`src/rtl/clos_rr_sched.sv`:
```
// Round-robin pointer bank for a 3-stage Clos fabric: one pointer + stall counter per middle and egress arbiter.
// Define CLOS_RR_SCHED_LFSR_EN to randomise the advance step with a shared 16-bit Galois LFSR.
module clos_rr_sched #(
    parameter int ClosN       = 4,
    parameter int ClosM       = 8,
    parameter int ClosR       = 4,
    parameter int StallThresh = 15
) (
    input  logic                                              clk_i,
    input  logic                                              rst_i,
    input  logic                                              en_i,
    input  logic                                              clr_i,
    input  logic [ClosM-1:0][ClosR-1:0]                       mid_req_i,
    input  logic [ClosM-1:0][ClosR-1:0]                       mid_gnt_i,
    input  logic [ClosR-1:0][ClosN-1:0]                       egr_req_i,
    input  logic [ClosR-1:0][ClosN-1:0]                       egr_gnt_i,
    output logic [ClosM-1:0][ClosR-1:0][$clog2(ClosR)-1:0]    rr_mid_o,
    output logic [ClosR-1:0][ClosN-1:0][$clog2(ClosM)-1:0]    rr_egr_o,
    output logic                                              stall_o
);
    localparam int MidW = $clog2(ClosR);
    localparam int EgrW = $clog2(ClosM);
    localparam int CntW = $clog2(StallThresh + 1);
    localparam logic [CntW-1:0] ThrLast = CntW'(StallThresh - 1);

    if (ClosN < 2 || (ClosN & (ClosN - 1)) != 0) begin : g_bad_n
        $error("ClosN must be a power of two >= 2");
    end
    if (ClosM < 2 || (ClosM & (ClosM - 1)) != 0) begin : g_bad_m
        $error("ClosM must be a power of two >= 2");
    end
    if (ClosR < 2 || (ClosR & (ClosR - 1)) != 0) begin : g_bad_r
        $error("ClosR must be a power of two >= 2");
    end
    if (StallThresh < 1) begin : g_bad_thresh
        $error("StallThresh must be >= 1");
    end

    logic [MidW-1:0]          mid_step;
    logic [EgrW-1:0]          egr_step;
    logic [ClosM*ClosR-1:0]   mid_hit;
    logic [ClosR*ClosN-1:0]   egr_hit;

`ifdef CLOS_RR_SCHED_LFSR_EN
    logic [15:0] lfsr_q;
    logic [15:0] lfsr_d;

    // Galois form of x^16+x^14+x^13+x^11+1: shift right, fold bit 0 into the tap mask.
    always_comb begin
        lfsr_d = {1'b0, lfsr_q[15:1]} ^ (lfsr_q[0] ? 16'hB400 : 16'h0000);
    end

    always_ff @(posedge clk_i) begin
        if (rst_i || clr_i) begin
            lfsr_q <= 16'hACE1;
        end else if (en_i) begin
            lfsr_q <= lfsr_d;
        end
    end

    assign mid_step = MidW'(1) + lfsr_q[MidW-1:0];
    assign egr_step = EgrW'(1) + lfsr_q[EgrW-1:0];
`else
    assign mid_step = MidW'(1);
    assign egr_step = EgrW'(1);
`endif

    for (genvar gi = 0; gi < ClosM; gi++) begin : g_mid_row
        for (genvar gj = 0; gj < ClosR; gj++) begin : g_mid
            localparam logic [MidW-1:0] Seed = MidW'((gi + gj) % ClosR);
            logic [MidW-1:0] ptr_q, ptr_d;
            logic [CntW-1:0] cnt_q, cnt_d;
            logic            req, hs, hit;

            always_comb begin
                req   = mid_req_i[gi][gj];
                hs    = req & mid_gnt_i[gi][gj];
                hit   = en_i & req & ~mid_gnt_i[gi][gj] & (cnt_q == ThrLast);
                ptr_d = ptr_q;
                cnt_d = cnt_q;
                if (en_i) begin
                    if (hs || hit) begin
                        ptr_d = ptr_q + mid_step;
                    end
                    if (hs || hit || !req) begin
                        cnt_d = '0;
                    end else begin
                        cnt_d = cnt_q + CntW'(1);
                    end
                end
            end

            always_ff @(posedge clk_i) begin
                if (rst_i || clr_i) begin
                    ptr_q <= Seed;
                    cnt_q <= '0;
                end else begin
                    ptr_q <= ptr_d;
                    cnt_q <= cnt_d;
                end
            end

            assign rr_mid_o[gi][gj]        = ptr_q;
            assign mid_hit[gi*ClosR + gj]  = hit;
        end
    end

    for (genvar gi = 0; gi < ClosR; gi++) begin : g_egr_row
        for (genvar gj = 0; gj < ClosN; gj++) begin : g_egr
            localparam logic [EgrW-1:0] Seed = EgrW'((gi * ClosN + gj) % ClosM);
            logic [EgrW-1:0] ptr_q, ptr_d;
            logic [CntW-1:0] cnt_q, cnt_d;
            logic            req, hs, hit;

            always_comb begin
                req   = egr_req_i[gi][gj];
                hs    = req & egr_gnt_i[gi][gj];
                hit   = en_i & req & ~egr_gnt_i[gi][gj] & (cnt_q == ThrLast);
                ptr_d = ptr_q;
                cnt_d = cnt_q;
                if (en_i) begin
                    if (hs || hit) begin
                        ptr_d = ptr_q + egr_step;
                    end
                    if (hs || hit || !req) begin
                        cnt_d = '0;
                    end else begin
                        cnt_d = cnt_q + CntW'(1);
                    end
                end
            end

            always_ff @(posedge clk_i) begin
                if (rst_i || clr_i) begin
                    ptr_q <= Seed;
                    cnt_q <= '0;
                end else begin
                    ptr_q <= ptr_d;
                    cnt_q <= cnt_d;
                end
            end

            assign rr_egr_o[gi][gj]        = ptr_q;
            assign egr_hit[gi*ClosN + gj]  = hit;
        end
    end

    // Zero-latency indication: reflects this cycle's forced advances.
    assign stall_o = |mid_hit | |egr_hit;

endmodule

```
`config.mk`:
```
export PLATFORM = sky130hd
export DESIGN_NAME = clos_rr_sched
export DESIGN_NICKNAME = d
export VERILOG_FILES = /design/src/rtl/clos_rr_sched.sv
export SDC_FILE = /design/constraint.sdc
export NUM_CORES = 1
export LEC_CHECK = 0
export BUFFER_PORTS_ARGS = -buffer_cell sky130_fd_sc_hd__buf_2
export CAP_MARGIN = 20
export CORE_ASPECT_RATIO = 1.1
export CORE_MARGIN = 1.5
export CORE_UTILIZATION = 58
export CTS_CLUSTER_DIAMETER = 40
export DETAILED_ROUTE_END_ITERATION = 8
export PLACE_DENSITY_LB_ADDON = 0.1
export SETUP_SLACK_MARGIN = 0.02
export SYNTH_ARGS = -nofsm -noshare
export SYNTH_HDL_FRONTEND = slang
export SYNTH_SLANG_ARGS = --single-unit
```
`constraint.sdc`:
```
create_clock -name clk_i -period 2.4 [get_ports clk_i]
set_input_delay 0.36 -clock clk_i [delete_from_list [all_inputs] [get_ports clk_i]]
set_output_delay 0.36 -clock clk_i [all_outputs]
set_load 0.1 [all_outputs]
```
# After elaboration in Yosys (flattened, before gate mapping)
# Index checks and enable logic that the tools add are counted.
[totals]
latchBits = 0
wordCells = 724
memories = 0
regBits = 304
ram_bits = 0
inputBits = 100
rom_bits = 0
out_inout_bits = 113
[op_classes]
shifts = 0
reduce_logical = 195
n_bitwise = 241
eq_ne = 48
n_lt_le_gt_ge = 0
div_mod_pow = 0
mul = 0
n_addsub = 96
muxes = 48
[op_table]
columns = ["op", "count"]
rows = [
  ["4-bit by 1-bit adder with 4-bit output (second input constant)", 48],
  ["1-bit AND", 192],
  ["4-bit equality test (second input constant)", 48],
  ["4-bit two-way mux", 48],
  ["1-bit logical OR", 97],
  ["2-bit AND reduction", 48],
  ["2-bit by 1-bit adder with 2-bit output (second input constant)", 32],
  ["3-bit by 1-bit adder with 3-bit output (second input constant)", 16],
  ["1-bit logical NOT", 48],
  ["1-bit NOT", 48],
  ["32-bit OR reduction", 1],
  ["16-bit OR reduction", 1],
  ["1-bit bitwise OR", 1],
]

# Longest topological paths before layout
# Gate-level depths: netlist (run 1).
[depth]
ltp_word = 6
depth_mapped = 9
mapped_depth_nobuf = 7

# Worst setup path after synthesis (run 1)
# Ideal clock, no wire load.
[synth_path]
path_kind = "register -> output"
startpoint = "reg g_mid_row[6].g_mid[3].cnt_q[0]"
endpoint = "out stall_o"
path_stages_with_launch = 8
path_slack_ns = -0.220
t_arrival_ns = 2.260
n_path_buf = 0
required_time_ns = 2.040
path_cell_list = "dfxtp_1 inv_1 ha_1 and4_1 nor2b_1 a2111oi_2 nand4_1 or4_1"
[synth_via]
elab_chain_cells = 4
[synth_lines]
columns = ["item", "line_no", "text"]
rows = [
  ["start, declared", "72", "logic [CntW-1:0] cnt_q, cnt_d;"],
  ["start signal, assigned", "99", "cnt_q <= cnt_d;"],
  ["4-bit equality test", "78", "hit = en_i & req & ~mid_gnt_i[gi][gj] & (cnt_q == ThrLast);"],
  ["1-bit AND", "78", ""],
  ["32-bit OR reduction", "149", "assign stall_o = |mid_hit | |egr_hit;"],
  ["1-bit bitwise OR", "149", ""],
  ["end, declared", "19", "output logic stall_o"],
]
# No other way between the ends.

# Worst setup path in the final report (run 1)
[layout_path]
startpoint = "reg g_mid_row[2].g_mid[3].cnt_q[0]"
endpoint = "out stall_o"
[layout_via]
elab_chain_cells = 4
[layout_lines]
columns = ["item", "line_no"]
rows = [
  ["start, declared", "72"],
  ["start signal, assigned", "99"],
  ["4-bit equality test", "78"],
  ["1-bit AND", "78"],
  ["32-bit OR reduction", "149"],
  ["1-bit bitwise OR", "149"],
]
# No other way between the ends.

==> impl_results.md, run 1 <==
* Post-Route Utilization at 74.23%
* CP Buf/Inv Count at 3
* Synth Register Bits at 304
* Area contributors post-synth: dfxtp_1 39%, ha_1 9.0%, nor2_1 6.1%
* Max Clock Skew at 0.02270 ns
* CTS Buffer Depth at 3
* Worst VDD drop at 0.5342 mV
* Fin crit share at 124.4%
* Largest net degree at the start of global routing at 91
* Total congestion overflow at 0
* Syn_nets at 2,024
* Area Overhead vs Synth at 25.43%
* Drt first-iter violations at 795
* CP arrival at 2.63 ns
* Max incr delay on CP at 0.57 ns
* Hold Path Origin: mid_req_i[19]
* Post-synth EDFFs at 0
* Initial Util at 59.18%
* Die Wd at 159.0 µm
* Diodes inserted at 0
* Synth async-reset ratio at 0%
* Maximum fanout along the worst path at 2
* Post-synthesis cell count at 1,812
* DIE AREA at 27,740 µm²
* Row count at 62
* Req. time, crit path at 2.04 ns
* Unrepaired setup endpoints after global routing: true
* Total wire length at 36.87 mm
* Clock transition at the registers of the reported paths at 0.06 ns
* Power Total at 12,520 µW
* Setup crit start kind: flop
* Outcome: complete, but fails checks
* Core footprint at 26,220 µm²
* Vias at 13,675
* Worst reg2reg startpoint: g_mid_row[0].g_mid[2].cnt_q[0]
* Most used cells in the layout excluding fill and tap cells: 299 x dfxtp_1, 251 x nor2_1, 210 x buf_2
* CP startpoint: g_mid_row[2].g_mid[3].cnt_q[0]
* CTS Sinks at 304
* Die H at 174.5 µm
* Setup TNS at -0.5862 ns
* Worst Hold Depth at 4
* Root buf cell: clkbuf_16
* Final Setup Violations at 1
* Final WS setup at -0.5862 ns
* Top cell type by total area after synthesis: dfxtp_1
* HP Class: primary input to flop
* CP top delay family: simple AND/OR/NAND/NOR gates
* Worst-path cell chain: inv_2 > ha_4 > nand4_1 > nor3b_2 > nor4_4 > buf_4 > nand4_1 > or4_4 > buf_12
* Stages on worst setup path at 9
* Main synth FF type: dfxtp_1
* Max-slew headroom at 60.67%
* Vias in the first global route at 13,073
* CTS tree: yes
* Cell mode on critical path: nand4_1
* Failing checks: setup timing
* FMAX at 334.9 MHz
* Global-route wire length before repair at 60.42 mm
* 1st-pass router iterations at 5
* CTS Buf Count at 40
* Crit end category: primary output
* Via density per instance at 5.414
* Hold Fails Final Rpt at 0
* Fillers at 2,026
* Slowest cell on crit path: or4_4
* Cell Area, Synth at 15,520 µm²
* Syn Area/Cell at 8.563 µm²
* Routed Antenna Nets at 0
* # hold bufs at CTS at 0
* Most common cell after layout, fill and taps aside: dfxtp_1
* Measured slew at the worst slew-check pin at 0.5855 ns
* Fin crit period at 2.986 ns
* Reg2Reg Depth at 15
* GPL Wtd Cong at 0.8364
* Share of Yosys cell area claimed by the top area cell type at 39.22%
* Net total in the final layout at 2,359
* DRC at 0
* Sequential fraction of the synthesis area at 39.22%
* Crit path kind: flop to primary output
* Port-buffer cells at 212
* Max_cap viols at 0
* Pleak at 0.008047 µW
* Warnings, synthesis at 0
* Total GRT Usage at 25.91%
* Clock insertion delay at the later pin of the skew report at 0.52 ns
* Pins over their slew limit at 0
* Initial antenna violation count at 0
* Yosys cell types at 53
* Final HPWL DP at 25.65 mm
* Drt wl/cell at 14.59 µm
* H-tree depth at 2
* # IOs at 213
* Power per cell area at 643.5 nW/µm²
* Share of layout cells above drive strength 1 at 21.53%
[worst register-to-register path, cell delays in order (launching register included)]
cell	delay [ns]
dfxtp_2	0.32
inv_2	0.07
ha_4	0.14
nand4_1	0.12
buf_4	0.17
buf_6	0.10
buf_6	0.10
buf_6	0.10
buf_6	0.10
buf_6	0.10
buf_6	0.10
buf_6	0.10
buf_6	0.10
and3b_2	0.21
a32oi_1	0.20
nor2_1	0.06
[registers in the layout (all words and copies together), names as in the netlist]
| signal | flops |
|---|---|
| g_mid_row.g_mid.cnt_q | 128 |
| g_egr_row.g_egr.cnt_q | 64 |
| g_mid_row.g_mid.ptr_q | 64 |
| g_egr_row.g_egr.ptr_q | 48 |
[layout make-up]
cell class | instances | area [µm²] | share of cell area (%)
clock buffer | 53 | 1141 | 5.863
inverter | 68 | 255.2 | 1.311
sequential | 304 | 6095 | 31.31
clock inverter | 16 | 247.7 | 1.273
timing repair buffer | 369 | 2382 | 12.24
tap | 352 | 440.4 | 2.263
multi-input combinational | 1364 | 8901 | 45.73
[cells by family after synthesis]
logic type	count (synthesis)	share of synthesized area, %
xor+xnor	162	9.144
simple gates	799	26.18
mux	37	2.387
buf+inv	144	4.121
fa+ha+maj	112	9.032
compound gates	254	9.910
flops	304	39.22
[routing by layer]
layer / wire length, µm / share of wire [%] / global-route usage (%) / vias to the layer above
met1: 15870 / 43 / 31.61 / 6420
met4: 832 / 2.3 / 7.586 / 0
met2: 18220 / 49 / 46.69 / 320
li1: - / - / - / 6880
met3: 1942 / 5.3 / 4.390 / 55
met5: 0 / 0 / 0 / -
[where the power goes]
| part | leakage (µW) | switching, µW | internal (µW) |
|---|---|---|---|
| Combinational | 0.00491 | 769 | 410 |
| Clock | 0.000677 | 2200 | 3980 |
| Sequential | 0.00246 | 46.8 | 5110 |
| Total | 0.00805 | 3020 | 9510 |
[cell usage after synthesis (all sizes together), types with 4 or more instances]
| cell | instances |
|---|---|
| nand2b | 75 |
| and3b | 7 |
| a211oi | 18 |
| o211ai | 22 |
| nand4b | 34 |
| nor4 | 5 |
| o2111ai | 13 |
| buf | 41 |
| mux2i | 37 |
| nor2 | 252 |
| a21oi | 98 |
| xor2 | 107 |
| and4 | 17 |
| nand3b | 10 |
| a32oi | 7 |
| inv | 68 |
| xnor2 | 55 |
| nor3b | 9 |
| nand2 | 210 |
| nor2b | 12 |
| ha | 112 |
| and3 | 40 |
| nand3 | 39 |
| o211a | 7 |
| clkbuf | 35 |
| nor4bb | 9 |
| nor3 | 17 |
| dfxtp | 304 |
| o21ai | 69 |
| nand4 | 55 |
| a31oi | 10 |
| o22ai | 4 |
[timing repair]
item	CTS	global route
pin swaps	10	11
cloned	0	0
hold endpoints to repair	0	0
endpoints found under the setup margin	1	5
buffers inserted	18	3
gates resized for setup	30	14
[final timing paths]
path                                                        to  slack, ns
worst max-delay path                                   stall_o      -0.59
worst min-delay path            g_mid_row[4].g_mid[3].ptr_q[0]       0.21
worst max register to register  g_mid_row[0].g_mid[2].cnt_q[3]       0.17
worst min register to register  g_egr_row[1].g_egr[3].cnt_q[3]       0.47
[metrics by stage]
step	hold WS [ns]	cells	setup WS, ns	cell area, µm²
3_3_place_gp	0.4498	2443	-0.7598	17820
3_5_place_dp	0.4540	2443	-0.7678	17820
2_1_floorplan	0.4352	1812	0.02313	15520
5_1_grt	0.2268	2526	-0.6721	19460
4_1_cts	0.1937	2529	-0.6247	19450
6_report	0.2107	2526	-0.5862	19460
Power figures use the tool's default switching activity.
==> inputs of run 2 (changes only) <==
Settings changed: ABC_AREA from default to 1, BUFFER_PORTS_ARGS -buffer_cell sky130_fd_sc_hd__buf_2 to -buffer_cell sky130_fd_sc_hd__buf_4, RECOVER_POWER from default to 100.
==> run 2 against run 1 <==
The run still ends with setup timing left; routed wire length up 3.8%; combinational power is essentially flat; first-iteration DRC count is 10% higher; global-route usage rose by 1.1 points; via count rose by 6.3%; sequential cell count stayed put; clock skew decreased by 0.0065 ns.
==> impl_results.md, run 2 <==
* Sw Share at 24.91% (+0.81 points)
* Final Setup Violations at 1 (unchanged)
* Pleak at 0.008790 µW (+9.2%)
* Root buf cell: clkbuf_16
* Warnings, synthesis at 0 (unchanged)
* Core footprint at 26,300 µm² (+0.30%)
* Port-buffer cells at 212 (unchanged)
* Worst hold margin at 0.1027 ns (-0.1081 ns)
* Worst VDD drop at 0.6068 mV (+14%)
* Area contributors post-synth: dfxtp_1 39%, nand2_1 12%, ha_1 9.0%
* Routing usage on met1 at 30.22% (-1.4 points)
* Adder-Cell Fraction of Synth Area at 8.967% (-0.064 points)
* Most common cell after layout, fill and taps aside: nand2_1
* CP arrival at 2.05 ns (-0.58 ns)
* Final WS setup at -0.01282 ns (+0.5734 ns)
* Via density per instance at 5.232 (-3.4%)
* Largest register FFs at 128 (unchanged)
* Fraction of the mapped netlist area in simple logic gates at 26.76% (+0.57 points)
* Outcome: complete, but fails checks
* Comb power frac at 9.3% (about the same)
* 1st-pass router iterations at 5 (unchanged)
* Setup crit start kind: flop
* Hold Fails Final Rpt at 0 (unchanged)
* Drt first-iter violations at 877 (+10%)
* Fin crit period at 2.413 ns (-0.5734 ns)
* GR peak layer: met2
* Cell Area, Synth at 15,630 µm² (+0.72%)
* Main combinational cell family by area after synthesis: simple AND/OR/NAND/NOR gates
* Largest net degree at the start of global routing at 63 (-31%)
* Share of layout cells above drive strength 1 at 19.70% (-1.8 points)
* Post-Place Cells at 2,660 (+8.9%)
* Compound-gate portion of the synthesized area at 11.29% (+1.4 points)
* Die H at 175.2 µm (+0.35%)
* Flop2flop setup slack at 0.12 ns (-0.05 ns)
* Mux share of post-synthesis cell area at 0% (-2.4 points)
* Synth Register Bits at 304 (unchanged)
* Yosys cell types at 37 (-30%)
* Met2 Use GR at 51.53% (+4.8 points)
* Max-slew headroom at 52.28% (-8.4 points)
* Final HPWL DP at 26.47 mm (+3.2%)
* Most common cell in the netlist: nand2_1
* Sequential fraction of the synthesis area at 38.94% (-0.28 points)
* FMAX at 414.5 MHz (+24%)
* Unrepaired setup endpoints after global routing: true
* Post-synth EDFFs at 0 (unchanged)
* Final instance area at 19,620 µm² (+0.79%)
* Initial Util at 59.43% (+0.25 points)
* Net total in the final layout at 2,613 (+11%)
* Req. time, crit path at 2.04 ns (about the same)
* Most used cells in the layout excluding fill and tap cells: 498 x nand2_1, 296 x buf_4, 264 x nor2_1
* Max Clock Skew at 0.01617 ns (-0.006536 ns)
* Vias in the first global route at 14,030 (+7.3%)
* Placed cell areas at 17,630 µm² (-1.1%)
* Crit end category: primary output
* XOR/XNOR Fraction of Synth Area at 6.053% (-3.1 points)
* Vias at 14,539 (+6.3%)
* HP Class: primary input to flop
* Largest regs: g_mid_row.g_mid.cnt_q (128), g_egr_row.g_egr.cnt_q (64), g_mid_row.g_mid.ptr_q (64)
* Routed Antenna Nets at 0 (unchanged)
* GPL Wtd Cong at 0.8618 (+3.0%)
* Fin crit share at 100.5% (-24 points)
* Total GRT Usage at 26.97% (+1.1 points)
* # IOs at 213 (unchanged)
* Global-route wire length before repair at 63.32 mm (+4.8%)
* Most flops, register: g_mid_row.g_mid.cnt_q
* Post-synthesis cell count at 2,125 (+17%)
* Failing checks: setup timing
* CTS Buffer Depth at 3 (unchanged)
* Total wire length at 38.27 mm (+3.8%)
* Drt wl/cell at 13.77 µm (-5.7%)
* M3 GR Usage at 3.727% (-0.66 points)
* Row count at 62 (unchanged)
* Crit path kind: flop to primary output
* DRC at 0 (unchanged)
* Power per cell area at 640.9 nW/µm² (-0.41%)
* Initial antenna violation count at 0 (unchanged)
* Measured slew at the worst slew-check pin at 0.7158 ns (+0.1303 ns)
* Synth async-reset ratio at 0% (unchanged)
* Post-Route Utilization at 74.59% (+0.37 points)
* Final Instance Count excl. Fillers at 2,779 (+10%)
* Switch Pwr at 3132 µW (+3.7%)
* Maximum fanout along the worst path at 3 (+1)
* Top cell type by total area after synthesis: dfxtp_1
* Max_cap viols at 0 (unchanged)
* Seq pwr share at 41.2% (about the same)
* Die Wd at 159.5 µm (+0.35%)
* Area Overhead vs Synth at 25.52% (about the same)
* # hold bufs at CTS at 0 (unchanged)
* CTS Sinks at 304 (unchanged)
* Total congestion overflow at 0 (unchanged)
* Pins over their slew limit at 0 (unchanged)
* Diodes inserted at 0 (unchanged)
* CTS tree: yes
* Clk pwr share at 49.5% (about the same)
* CTS Buf Count at 41 (+2.5%)
* H-tree depth at 2 (unchanged)
* Setup TNS at -0.01282 ns (+0.5734 ns)
* Share of Yosys cell area claimed by the top area cell type at 38.94% (-0.28 points)
* Syn_nets at 2,337 (+15%)
* Main synth FF type: dfxtp_1
* Top post-synthesis cells by count: 513 x nand2_1, 304 x dfxtp_1, 270 x nor2_1
* Clock transition at the registers of the reported paths at 0.05 ns (about the same)
* Syn Area/Cell at 7.354 µm² (-14%)
* Int Pwr at 9440 µW (-0.69%)
* DIE AREA at 27,940 µm² (+0.70%)
* Clock insertion delay at the later pin of the skew report at 0.52 ns (about the same)
-- run 2: timing repair --
action,CTS,global route
resized for setup,82,18
buffers inserted,49,2
pin swaps,29,7
setup endpoints to repair,1,9
-- run 2: metrics by stage --
| stage | setup slack [ns] | power [µW] |
|---|---|---|
| 2_1_floorplan | 0.1231 | 6041 |
| 3_3_place_gp | 0.1102 | 6397 |
| 3_5_place_dp | 0.05625 | 6420 |
| 4_1_cts | 0.02041 | 12660 |
| 5_1_grt | -0.08708 | 12970 |
| 6_report | -0.01282 | 12570 |
-- run 2: routing by layer --
metal,up-vias,part of all wire (%)
li1,7432,-
met1,6686,41
met2,334,51
met3,87,4.5
met4,0,2.9
met5,-,0
-- run 2: final cells by class --
type | instances | area (µm²)
Multi-Input combinational cell | 1536 | 8443
Clock buffer | 49 | 1106
Clock inverter | 20 | 285.3
Fill cell | 2035 | 6681
Tap cell | 352 | 440.4
Timing Repair Buffer | 305 | 2397
Sequential cell | 304 | 6143
Inverter | 213 | 800.8
-- run 2: path summary, 6_finish.rpt --
check                            startpoint                             end  cells after the start
min reg2reg  g_egr_row[2].g_egr[3].ptr_q[2]  g_egr_row[2].g_egr[3].ptr_q[2]                      1
min                                   rst_i  g_mid_row[0].g_mid[1].ptr_q[0]                      3
max          g_mid_row[2].g_mid[3].cnt_q[0]                         stall_o                     11
max reg2reg  g_mid_row[4].g_mid[0].cnt_q[0]  g_mid_row[4].g_mid[0].ptr_q[0]                     18
-- run 2: logic make-up (layout without fill, tap and decap cells) --
family	after synthesis	in the layout
and+or+nand+nor	1008	1008
AOI/OAI and AO/OA	308	308
DFF	304	304
buffers and inverters	285	587
adders and majority gates	112	112
xor gates and xnor gates	108	108
-- run 2: worst max-delay path, cell delays in order (launching register included) --
cell and delay (ns):
dfxtp_2 0.32, inv_1 0.06, ha_2 0.18, nand2_1 0.08, nor2_1 0.05, nand2_1 0.11
nand2_1 0.06, nor2_1 0.11, nand2_1 0.10, nor2_4 0.17, nand3_4 0.11, buf_12 0.18
-- run 2: power groups by stage --
| stage | Clock, µW | Combinational [µW] | Sequential, µW |
|---|---|---|---|
| detailed placement | 0 | 1130 | 5290 |
| finish | 6220 | 1170 | 5180 |
| CTS | 6310 | 1170 | 5180 |
| global placement | 0 | 1110 | 5280 |
| global route | 6500 | 1280 | 5180 |
| floorplan | 0 | 531 | 5510 |
